--- src/rtl/pio_host_ctrl.sv ---
// Host sequencer for one pio: streams program ROM, replays config ROM, then round-robin TX push / RX pull arbitration.
// All outputs registered; requesters are stalled by full/empty flags and a one-cycle per-machine holdoff after each grant.
module pio_host_ctrl #(
  parameter int         PROG_LEN  = 32,
  parameter int         CONF_LEN  = 10,
  parameter logic [3:0] ACT_INSTR = 4'd1,
  parameter logic [3:0] ACT_PUSH  = 4'd4,
  parameter logic [3:0] ACT_PULL  = 4'd5,
  parameter int         PULL_LAT  = 1
) (
  input  logic         clk_i,
  input  logic         reset_i,
  input  logic         reload_i,
  output logic [4:0]   prog_addr_o,
  input  logic [15:0]  prog_data_i,
  output logic [4:0]   conf_addr_o,
  input  logic [37:0]  conf_data_i,
  output logic [31:0]  din_o,
  output logic [4:0]   index_o,
  output logic [3:0]   action_o,
  output logic [1:0]   mindex_o,
  input  logic [3:0]   full_i,
  input  logic [3:0]   empty_i,
  input  logic [31:0]  dout_i,
  input  logic [3:0]   push_req_i,
  input  logic [127:0] push_data_i,
  output logic [3:0]   push_ack_o,
  input  logic [3:0]   pull_req_i,
  output logic [3:0]   pull_ack_o,
  output logic         pull_valid_o,
  output logic [1:0]   pull_id_o,
  output logic [31:0]  pull_data_o,
  output logic         ready_o
);

  localparam logic [1:0] ST_LOAD = 2'd0;
  localparam logic [1:0] ST_CONF = 2'd1;
  localparam logic [1:0] ST_RUN  = 2'd2;

  localparam logic [5:0] PROG_N    = 6'(PROG_LEN);
  localparam logic [5:0] PROG_LAST = 6'(PROG_LEN - 1);
  localparam logic [5:0] CONF_N    = 6'(CONF_LEN);

  logic [1:0]  state_q, state_d;
  logic [5:0]  cnt_q, cnt_d;
  logic [4:0]  prog_addr_q, prog_addr_d;
  logic [4:0]  conf_addr_q, conf_addr_d;
  logic [31:0] din_q, din_d;
  logic [4:0]  index_q, index_d;
  logic [3:0]  action_q, action_d;
  logic [1:0]  mindex_q, mindex_d;
  logic [3:0]  push_ack_q, push_ack_d;
  logic [3:0]  pull_ack_q, pull_ack_d;
  logic        pull_valid_q, pull_valid_d;
  logic [1:0]  pull_id_q, pull_id_d;
  logic [31:0] pull_data_q, pull_data_d;
  logic        ready_q, ready_d;
  logic [1:0]  rr_q, rr_d;
  logic [3:0]  toggle_q, toggle_d;
  logic        pull_issue;

  logic [PULL_LAT-1:0]       pipe_vld_q, pipe_vld_d;
  logic [PULL_LAT-1:0][1:0]  pipe_id_q, pipe_id_d;

  logic [3:0] push_ok, pull_ok, elig;
  logic       gnt_vld, gnt_op;
  logic [1:0] gnt_id;

  // The ack register doubles as the "granted last cycle" holdoff mask.
  assign push_ok = push_req_i & ~full_i;
  assign pull_ok = pull_req_i & ~empty_i;
  assign elig    = (push_ok | pull_ok) & ~(push_ack_q | pull_ack_q);

  always_comb begin
    gnt_vld = 1'b0;
    gnt_id  = rr_q;
    for (int k = 3; k >= 0; k--) begin
      if (elig[rr_q + 2'(k)]) begin
        gnt_vld = 1'b1;
        gnt_id  = rr_q + 2'(k);
      end
    end
    gnt_op = (push_ok[gnt_id] && pull_ok[gnt_id]) ? ~toggle_q[gnt_id] : pull_ok[gnt_id];
  end

  always_comb begin
    state_d     = state_q;
    cnt_d       = cnt_q;
    prog_addr_d = prog_addr_q;
    conf_addr_d = conf_addr_q;
    din_d       = '0;
    index_d     = '0;
    action_d    = '0;
    mindex_d    = '0;
    push_ack_d  = '0;
    pull_ack_d  = '0;
    rr_d        = rr_q;
    toggle_d    = toggle_q;
    pull_issue  = 1'b0;
    case (state_q)
      ST_LOAD: begin
        cnt_d = cnt_q + 6'd1;
        if (cnt_q < PROG_N) begin
          action_d = ACT_INSTR;
          index_d  = cnt_q[4:0];
          din_d    = {16'h0, prog_data_i};
          if (cnt_q < PROG_LAST) prog_addr_d = cnt_q[4:0] + 5'd1;
        end else begin
          // conf_addr has sat at 0 during LOAD, so word 0 is already on conf_data.
          action_d = conf_data_i[35:32];
          din_d    = conf_data_i[31:0];
          mindex_d = conf_data_i[37:36];
          state_d  = ST_CONF;
          cnt_d    = 6'd1;
          if (CONF_N > 6'd1) conf_addr_d = 5'd1;
        end
      end
      ST_CONF: begin
        if (cnt_q < CONF_N) begin
          action_d = conf_data_i[35:32];
          din_d    = conf_data_i[31:0];
          mindex_d = conf_data_i[37:36];
          cnt_d    = cnt_q + 6'd1;
          if (cnt_q + 6'd1 < CONF_N) conf_addr_d = 5'(cnt_q + 6'd1);
        end else begin
          state_d = ST_RUN;
          cnt_d   = '0;
        end
      end
      ST_RUN: begin
        if (reload_i) begin
          state_d     = ST_LOAD;
          cnt_d       = '0;
          prog_addr_d = '0;
          conf_addr_d = '0;
        end else if (gnt_vld) begin
          action_d           = gnt_op ? ACT_PULL : ACT_PUSH;
          mindex_d           = gnt_id;
          din_d              = gnt_op ? 32'h0 : push_data_i[{gnt_id, 5'd0} +: 32];
          push_ack_d[gnt_id] = ~gnt_op;
          pull_ack_d[gnt_id] = gnt_op;
          toggle_d[gnt_id]   = gnt_op;
          rr_d               = gnt_id + 2'd1;
          pull_issue         = gnt_op;
        end
      end
      default: state_d = ST_LOAD;
    endcase
    ready_d = (state_d == ST_RUN);
  end

  // Stage 0 loads alongside the PULL action; the last stage marks dout as valid.
  always_comb begin
    pipe_vld_d    = pipe_vld_q;
    pipe_id_d     = pipe_id_q;
    pipe_vld_d[0] = pull_issue;
    pipe_id_d[0]  = gnt_id;
    for (int k = 1; k < PULL_LAT; k++) begin
      pipe_vld_d[k] = pipe_vld_q[k-1];
      pipe_id_d[k]  = pipe_id_q[k-1];
    end
    pull_valid_d = pipe_vld_q[PULL_LAT-1];
    pull_id_d    = pipe_vld_q[PULL_LAT-1] ? pipe_id_q[PULL_LAT-1] : pull_id_q;
    pull_data_d  = pipe_vld_q[PULL_LAT-1] ? dout_i : pull_data_q;
  end

  always_ff @(posedge clk_i) begin
    if (reset_i) begin
      state_q      <= ST_LOAD;
      cnt_q        <= '0;
      prog_addr_q  <= '0;
      conf_addr_q  <= '0;
      din_q        <= '0;
      index_q      <= '0;
      action_q     <= '0;
      mindex_q     <= '0;
      push_ack_q   <= '0;
      pull_ack_q   <= '0;
      pull_valid_q <= 1'b0;
      pull_id_q    <= '0;
      pull_data_q  <= '0;
      ready_q      <= 1'b0;
      rr_q         <= '0;
      toggle_q     <= '0;
      pipe_vld_q   <= '0;
      pipe_id_q    <= '0;
    end else begin
      state_q      <= state_d;
      cnt_q        <= cnt_d;
      prog_addr_q  <= prog_addr_d;
      conf_addr_q  <= conf_addr_d;
      din_q        <= din_d;
      index_q      <= index_d;
      action_q     <= action_d;
      mindex_q     <= mindex_d;
      push_ack_q   <= push_ack_d;
      pull_ack_q   <= pull_ack_d;
      pull_valid_q <= pull_valid_d;
      pull_id_q    <= pull_id_d;
      pull_data_q  <= pull_data_d;
      ready_q      <= ready_d;
      rr_q         <= rr_d;
      toggle_q     <= toggle_d;
      pipe_vld_q   <= pipe_vld_d;
      pipe_id_q    <= pipe_id_d;
    end
  end

  assign prog_addr_o  = prog_addr_q;
  assign conf_addr_o  = conf_addr_q;
  assign din_o        = din_q;
  assign index_o      = index_q;
  assign action_o     = action_q;
  assign mindex_o     = mindex_q;
  assign push_ack_o   = push_ack_q;
  assign pull_ack_o   = pull_ack_q;
  assign pull_valid_o = pull_valid_q;
  assign pull_id_o    = pull_id_q;
  assign pull_data_o  = pull_data_q;
  assign ready_o      = ready_q;

endmodule

--- config.mk ---
export PLATFORM = sky130hd
export DESIGN_NAME = pio_host_ctrl
export DESIGN_NICKNAME = d
export VERILOG_FILES = /design/src/rtl/pio_host_ctrl.sv
export SDC_FILE = /design/constraint.sdc
export NUM_CORES = 1
export LEC_CHECK = 0
export ABC_AREA = 1
export CORE_MARGIN = 2
export CORE_UTILIZATION = 41
export CTS_CLUSTER_SIZE = 28
export DETAILED_ROUTE_END_ITERATION = 6
export PLACE_DENSITY = 0.79
export SLEW_MARGIN = 20
export SYNTH_ARGS = -nofsm -noshare
export SYNTH_HDL_FRONTEND = slang
export SYNTH_SLANG_ARGS = --single-unit
export TNS_END_PERCENT = 50
--- constraint.sdc ---
create_clock -name clk_i -period 3.15 [get_ports clk_i]
set_clock_uncertainty 0.2 [all_clocks]
set_input_delay 0.315 -clock clk_i [delete_from_list [all_inputs] [get_ports clk_i]]
set_output_delay 0.315 -clock clk_i [all_outputs]
set_load 0.02 [all_outputs]
# Word level (Yosys, flattened, before mapping)

Cells that the tools add are included.
Widths: inputs -> output; s select.

Register bits: 114
Input bits: 233

$add $sub $neg: 6
$lt $le $gt $ge: 10
Equality and inequality tests: 9
Shifts and indexed selects: 1
Multiplexer cells: 59
Bitwise gates (word level): 17
Reduce and logical (&&, ||, !) cells: 11

Operator list:

| cell                | number |
|---|---|
| $mux 32             | 5 |
| $shiftx 128x8->32   | 1 |
| $pmux 32 s3         | 1 |
| $mux 5              | 6 |
| $mux 2              | 11 |
| $and 4x4->4         | 5 |
| $mux 6              | 3 |
| $pmux 6 s3          | 1 |
| $lt 2x3->1 const B  | 5 |
| $pmux 5 s3          | 1 |
| $bmux 1 s2          | 7 |
| $mux 1              | 14 |
| $lt 6x4->1 const B  | 2 |
| $ne 2x2->1 const B  | 6 |
| $not 4->4           | 3 |
| $pmux 2 s3          | 2 |
| $pmux 4 s3          | 1 |
| $pmux 5 s2          | 1 |
| $mux 4              | 2 |
| $or 4x4->4          | 2 |
| $not 1->1           | 7 |
| $add 6x1->6 const B | 1 |
| $lt 6x5->1 const B  | 1 |
| $lt 6x6->1 const B  | 1 |
| other kinds (19)    | 24 |

# Logic depth before layout (Yosys ltp)

Gate-level depths: netlist (run 1).

Word-level depth: 18
Depth in mapped cells: 22

# Worst setup path before layout (run 1)

No wires, ideal clock.

Path type: register to register
From: register rr_q[0]
To: register toggle_q[2]
Setup time: 0.056 ns
Arrival time: 2.142 ns
Setup slack: 0.751 ns
Cell stages (with the launch flop): 22
Buffers on the path: 3
Clock period less this slack: 2.399 ns
Cells stage by stage: dfxtp_1 -> buf_2 -> inv_1 -> nand3_1 -> nand2_1 -> nand2_1 -> nand2_1 -> inv_1 -> o21ai_2 -> nand2_1 -> nand2_2 -> nand2_2 -> buf_6 -> buf_6 -> inv_1 -> ha_1 -> inv_1 -> nor2_1 -> nand2_1 -> o21ai_0 -> nand2_1 -> inv_1

Cells in the longest elaborated chain, start to end: 12
Elaborated cells between the ends (all ways): 35
Classes of those cells: add/sub: 3; order compare: 2; mux: 26; bitwise: 1; reduce/logical: 3

Ends and longest elaborated chain:

| element                                                           | RTL line | source |
|---|---|---|
| from (decl)                                                       | 58       | `logic [1:0] rr_q, rr_d;` |
| from (signal assigned)                                            | 202      | `rr_q <= rr_d;` |
| $add 2x2->2                                                       | 78, 80   |  |
| $bmux 1 s2                                                        | 78       | `if (elig[rr_q + 2'(k)]) begin` |
| $mux 1 (implied by the code)                                      | 78       |  |
| $mux 2 (3 in a row)                                               | 78       |  |
| $mux 2 *                                                          | 78       |  |
| net gnt_id[0]                                                     | 67       | `logic [1:0] gnt_id;` |
| $lt 2x3->1 (implied by the code), or another cell as far along    | 142      | `toggle_d[gnt_id] = gnt_op;` |
| $logic_and 1x1->1 (implied by the code) or $mux 1 (tied branches) | 142, 83  |  |
| $mux 1 (implied by the code), or another cell as far along        | 142      |  |
| $demux 1 s2 or $mux 1 (tied branches)                             | 142, 83  |  |
| $bwmux 4 *                                                        | 142      |  |
| to (signal assigned)                                              | 203      | `toggle_q <= toggle_d;` |
| to (decl)                                                         | 59       | `logic [3:0] toggle_q, toggle_d;` |

Mark *: on every way through the listed nets, which the timed path passes. The rest lies on a longest branch. The select of a mux whose other input is x is not followed.
A chain may end at the register's enable or synchronous reset.

# Final worst setup path (run 1)

From: register rr_q[0]
To: register toggle_q[0]

Cells in the longest elaborated chain, start to end: 12
Elaborated cells between the ends (all ways): 35
Classes of those cells: add/sub: 3; order compare: 2; mux: 26; bitwise: 1; reduce/logical: 3

Ends and longest elaborated chain:

| element                                                           | RTL line |
|---|---|
| $add 2x2->2                                                       | 78, 80 |
| $bmux 1 s2                                                        | 78 |
| $mux 1 (implied by the code)                                      | 78 |
| $mux 2 (4 in a row)                                               | 78 |
| $lt 2x3->1 (implied by the code), or another cell as far along    | 142 |
| $logic_and 1x1->1 (implied by the code) or $mux 1 (tied branches) | 142, 83 |
| $mux 1 (implied by the code), or another cell as far along        | 142 |
| $demux 1 s2 or $mux 1 (tied branches)                             | 142, 83 |
| $bwmux 4                                                          | 142 |

Several ways; a longest one is shown, not always the timed one. The select of a mux whose other input is x is not followed.

==> results of run 1 <==
==> logic make-up after synthesis <==
| kind of cell | Yosys count |
|---|---|
| xor gates and xnor gates | 3 |
| adders and majority gates | 10 |
| buffers and inverters | 282 |
| DFF | 114 |
| and+or+nand+nor | 560 |
| AOI/OAI and AO/OA | 95 |
==> sequential cells by signal, summed over array words and instances, names as in the netlist, 5 cells and up <==
name         flops
cnt_q            6
prog_addr_o      5
conf_addr_o      5
din_o           32
index_o          5
pull_data_o     32
==> worst paths after layout <==
kind                                startpoint  cells past startpoint              to  slack (ns)
worst max-delay path                   rr_q[0]                     16     toggle_q[0]        0.38
worst min-delay path            conf_addr_o[4]                      2  conf_addr_o[4]        0.23
worst max register to register         rr_q[0]                     16     toggle_q[0]        0.38
worst min register to register  conf_addr_o[4]                      2  conf_addr_o[4]        0.23
==> through the flow <==
step | setup WS, ns | utilization, % | hold WS (ns)
after global placement | 0.263 | 65.0 | 0.228
after floorplan | 0.751 | - | 0.231
after global routing | 0.0529 | 69.1 | 0.265
after CTS | 0.354 | 69.1 | 0.238
final | 0.379 | 69.1 | 0.235
after detailed placement | 0.157 | 65.0 | 0.227
==> layer usage <==
metal  vias up  GRT usage [%]  share of wire (%)  wire [um]
li1       3850              -                  -          -
met1      3414           29.3                 37       8260
met2       328           48.0                 52      11800
met3        52           7.54                8.6       1940
met4         0           10.2                2.9        658
met5         -              0                  0          0
==> area by class of cell <==
class                      count  share of cell area [%]
sequential                   114                    21.6
inverter                     230                    8.16
clock inverter                13                    1.64
tap                          211                    2.49
clock buffer                  19                    4.28
antenna                        1                  0.0236
multi-input combinational    668                    29.1
timing repair buffer         345                    32.7
==> power by group through the flow <==
stage | logic, mW | registers, mW | clock network [mW]
floorplan | 0.385 | 1.53 | 0
global placement | 0.812 | 1.51 | 0
detailed placement | 0.817 | 1.51 | 0
CTS | 0.822 | 1.48 | 2.04
global route | 0.909 | 1.48 | 2.10
finish | 0.820 | 1.48 | 2.01
==> layout by cell type (no fill, tap or decap), drive strengths merged, types with 2 or more instances in the layout <==
cell type	instances
clkdlybuf4s50	329
o21bai	3
clkinv	6
buf	16
xor2	3
dfxtp	114
a221oi	2
o21ai	47
inv	231
nand2	173
a22o	16
ha	10
a21oi	19
clkinvlp	3
a22oi	3
nor3	6
clkbuf	19
bufinv	3
nor2	224
nand3	155
==> tightest hold or removal path, stage by stage, from the launching register on <==
cell and delay [ns]:
dfxtp_1 0.30, nand2_1 0.06, nor2_1 0.03
==> impl_metrics.yaml, run 1 <==
synth:
  ys_types: 31
  synth_top_family_by_area: "simple AND/OR/NAND/NOR gates"
  synth_mux_area_share_pct: 0
  seq_area_frac_synth_pct: 35.2
  ys.flop_type: "dfxtp_1"
  synth_compound_area_share_pct: 9.02
  ys_ff_latch: 114
  synth_warnings: 0
  syn_area_per_cell_um2: 6.10
  synth_fp_nets: 1307
  yosysMostFrequentCell: "inv_1"
  netlist_top_cells_count: "inv_1, nor2_1, nand2_1"
  syn_area_mm2: 0.00649
  yosysTopAreaCellShare_pct: 35.2
  synthXorXnorAreaFrac_pct: 0.521
  synthAdderAreaFrac_pct: 1.93
  yosys.area_share.simple_pct: 36.0
  synthArstFlopShare_pct: 0
  synth_edf_count: 0
  syn_inst: 1064
  synth.area.top_cells: "dfxtp_1, inv_1, nor2_1"
  synth_area_leader_cell: "dfxtp_1"
clocking:
  clock-sinks: 114
  cts_hold_buf: 0
  cts-root-buf: "clkbuf_16"
  post_cts_buffers: 0
  ctsResizeCount: 0
  numCtsBuffers: 17
  cts_tree: "yes"
  clk_latency_ns: 0.41
  clkTransAtPathRegs_ns: 0.05
  clockBufferDepth: 2
  htreeDepth: 4
grt:
  antenna_found_initial: 0
  grt_max_degree: 67
  grt_pass1_wl_um: 35100
  gr-total-overflow: 0
  grt.total_usage_pct: 26.5
  grt_pass1_vias: 7203
drt:
  vias: 7644
  antenna_left: 0
  vias_per_cell: 4.77
  drt-total-wl_um: 22600
  drt_iter0_drc: 390
  drt_drc_violations_left: 0
  firstDrtPassIters: 4
  post_drt_wl_per_cell_um: 14.1
pwr:
  p_int_mw: 3.21
  p_leak_nw: 5.21
  powerDensity_mw_per_mm2: 407
  power_mw: 4.31
  comb_power_share_pct: 19.1
  p_clk_share_pct: 46.7
  switchingPower_mw: 1.10
  seq_power_share_pct: 34.3
  switching_share_pct: 25.6
  ir_drop_v: 0.000432
die:
  die_area_mm2: 0.0168
  core-area_mm2: 0.0153
  placementRows: 45
  pin_count: 330
  chipWidth_um: 130
  start_util_pct: 42.4
  die_y_um: 130
sta:
  grt_setup_unrepaired: "false"
  finalSetupViolations: 0
  final.period_utilization_pct: 88.0
  relSlewSlack_pct: 59.9
  timing.setup.tns_ns: 0
  worst_pin_slew_ns: 0.598
  min_period_ns: 2.77
  hold_violations: 0
  fmax_mhz: 361
  slew_violations: 0
flow_run:
  maxCapViolCount: 0
layout:
  instances_no_fill: 1601
  area_growth_pct: 63.1
  num-fill-cells: 1367
  multi_input_area_mm2: 0.00308
  final_nets: 1619
  drive_gt1_share_pct: 4.46
  fin_area_mm2: 0.0106
  area.sequential_mm2: 0.00228
critical_path:
  crit_type: "reg -> reg"
  timing.critical_path.buf_inv: 3
  crit_required_ns: 3.26
  endpoint_kind: "flop"
  slowest_stage: "dfxtp_1"
  crit_family: "simple AND/OR/NAND/NOR gates"
  critPathMostFrequentCell: "nand2_1"
  path_cells: "inv_1 > nand3_1 > nand2_1 > nand2_1 > nand2_1 > o21ai_2 > nand2_1 > nand2_2 > buf_12 > nand3_1 > nand3_1 > nand2_1 > nand2_1 > o21ai_0 > nand2_1 > inv_1"
  cp-start-kind: "flop"
  arrival_ns: 2.88
  cpPeakStageDelay_ns: 0.49
  cp_max_fo: 66
place:
  gp_congestion: 0.938
  hpwl_um: 17200
  place_area_mm2: 0.00996
  dpl.cell_count: 1568
  port_buffers: 329
run_status:
  status: "complete, no violations"
hold_path:
  hold_class: "reg -> reg"
Note: power is estimated with default switching activity, not from simulation.
==> run 2, diff against run 1 <==
Settings changed: REMOVE_ABC_BUFFERS from default to 1.
==> run 2 against run 1 <==
Compared with the run above: fmax decreased by 4.6%; worst hold slack improved by 0.0095 ns; utilization increased by 0.20 points; sequential power about the same; non-clock buffer count increased by 3; combinational power about the same; die area unchanged; first-iteration DRC count decreased by 7.9%; largest power group unchanged; flip-flop and latch count unchanged; via count decreased by 0.80%; clock power increased by 5%.
==> impl_metrics.yaml, run 2 (synthesized netlist as in run 1, its figures left out) <==
grt:
  grt.total_usage_pct: 27.2
  grt_pass1_wl_um: 35600
  gr-total-overflow: 0
  antenna_found_initial: 1
  grt_pass1_vias: 7261
  grt_max_degree: 50
clocking:
  post_cts_buffers: 0
  numCtsBuffers: 17
  clockBufferDepth: 2
  cts_hold_buf: 0
  htreeDepth: 4
  ctsResizeCount: 0
  clk_latency_ns: 0.41
  cts-root-buf: "clkbuf_16"
  cts_tree: "yes"
  clkTransAtPathRegs_ns: 0.05
  clock-sinks: 114
critical_path:
  cp-start-kind: "flop"
  crit_required_ns: 3.25
  cp_max_fo: 49
  endpoint_kind: "flop"
  arrival_ns: 3.00
  r2r-end: "din_o[27]"
  r2r_slack_ns: 0.25
  cp-startpoint: "rr_q[0]"
  timing.rr.start: "rr_q[0]"
  crit_type: "reg -> reg"
  r2r_cells: 16
hold_path:
  hp-start: "conf_data_i[33]"
  hold_class: "in -> reg"
  holdPathStages: 3
  hold_path_end: "action_o[1]"
run_status:
  status: "complete, no violations"
sta:
  worst_pin_slew_ns: 0.632
  finalSetupViolations: 0
  min_period_ns: 2.90
  worst_slack_ns: 0.247
  slew_violations: 0
  grt_setup_unrepaired: "false"
  hold_violations: 0
  holdWs_ns: 0.244
  fmax_mhz: 344
  relSlewSlack_pct: 57.6
  final.period_utilization_pct: 92.2
pwr:
  ir_drop_v: 0.000372
  p_leak_nw: 5.23
  powerDensity_mw_per_mm2: 414
drt:
  drt_drc_violations_left: 0
  vias_per_cell: 4.72
  vias: 7583
  drt_iter0_drc: 359
  firstDrtPassIters: 5
  post_drt_wl_per_cell_um: 14.4
  antenna_left: 0
  drt-total-wl_um: 23100
layout:
  final_nets: 1622
  area_growth_pct: 63.6
  layout_commonest_cell: "clkdlybuf4s50_1"
  final_cell_mix: "clkdlybuf4s50_1, inv_1, nor2_1"
  drive_gt1_share_pct: 4.45
  instances_no_fill: 1606
  num-fill-cells: 1360
  fin_util_pct: 69.3
place:
  dpl.cell_count: 1571
  pre_cts_ws_ns: 0.215
  port_buffers: 329
  hpwl_um: 17500
  gp_congestion: 0.892
die:
  die_area_mm2: 0.0168
  pin_count: 330
  placementRows: 45
  start_util_pct: 42.4
  core-area_mm2: 0.0153
  die_y_um: 130
  chipWidth_um: 130
flow_run:
  maxCapViolCount: 0
## run 2: worst max path at each step
stage	end	slack [ns]
floorplan	din_o[16]	-0.69
global placement	din_o[1]	0.27
detailed placement	din_o[0]	0.21
CTS	din_o[27]	0.32
global route	din_o[0]	0.03
finish	din_o[27]	0.25
## run 2: through the flow
stage / TNS [ns] / total power [mW] / area (um2)
3_5_place_dp: 0 / 2.32 / 9970
5_1_grt: 0 / 4.59 / 10600
6_report: 0 / 4.40 / 10600
2_1_floorplan: -29.23 / 1.88 / 6230
4_1_cts: 0 / 4.43 / 10600
3_3_place_gp: 0 / 2.31 / 9970
## run 2: cell type report
| class | count | area, um2 | share of cell area [%] |
|---|---|---|---|
| clock buffer | 20 | 437 | 4.11 |
| sequential | 114 | 2280 | 21.5 |
| tap | 211 | 264 | 2.49 |
| clock inverter | 12 | 205 | 1.93 |
| antenna | 3 | 7.51 | 0.0707 |
| inverter | 230 | 863 | 8.13 |
| multi-input combinational | 668 | 3080 | 29.0 |
| timing repair buffer | 348 | 3470 | 32.7 |
## run 2: critical path, stage by stage (launching register included)
cell and delay, ns:
dfxtp_1 0.54, inv_1 0.24, nand3_1 0.15, nand2_1 0.07, nand2_1 0.08, nand2_1 0.09, o21ai_2 0.15, nand2_1 0.09
nand2_2 0.12, buf_4 0.47, nand3_1 0.17, nand3_1 0.13, nand2_1 0.06, inv_1 0.05, nor2_1 0.04, nor2_1 0.08
nor2_1 0.04
## run 2: power by group
part	internal (mW)	switching (mW)	total, mW
logic	0.444	0.373	0.817
registers	1.47	0.0103	1.48
clock network	1.41	0.698	2.11
## run 2: per-layer routing
| layer | share of wire [%] | wire length (um) | global-route usage, % |
|---|---|---|---|
| met4 | 2.9 | 666 | 11.5 |
| met1 | 38 | 8710 | 30.3 |
| met5 | 0 | 0 | 0 |
| met2 | 49 | 11400 | 47.3 |
| met3 | 9.9 | 2300 | 9.14 |
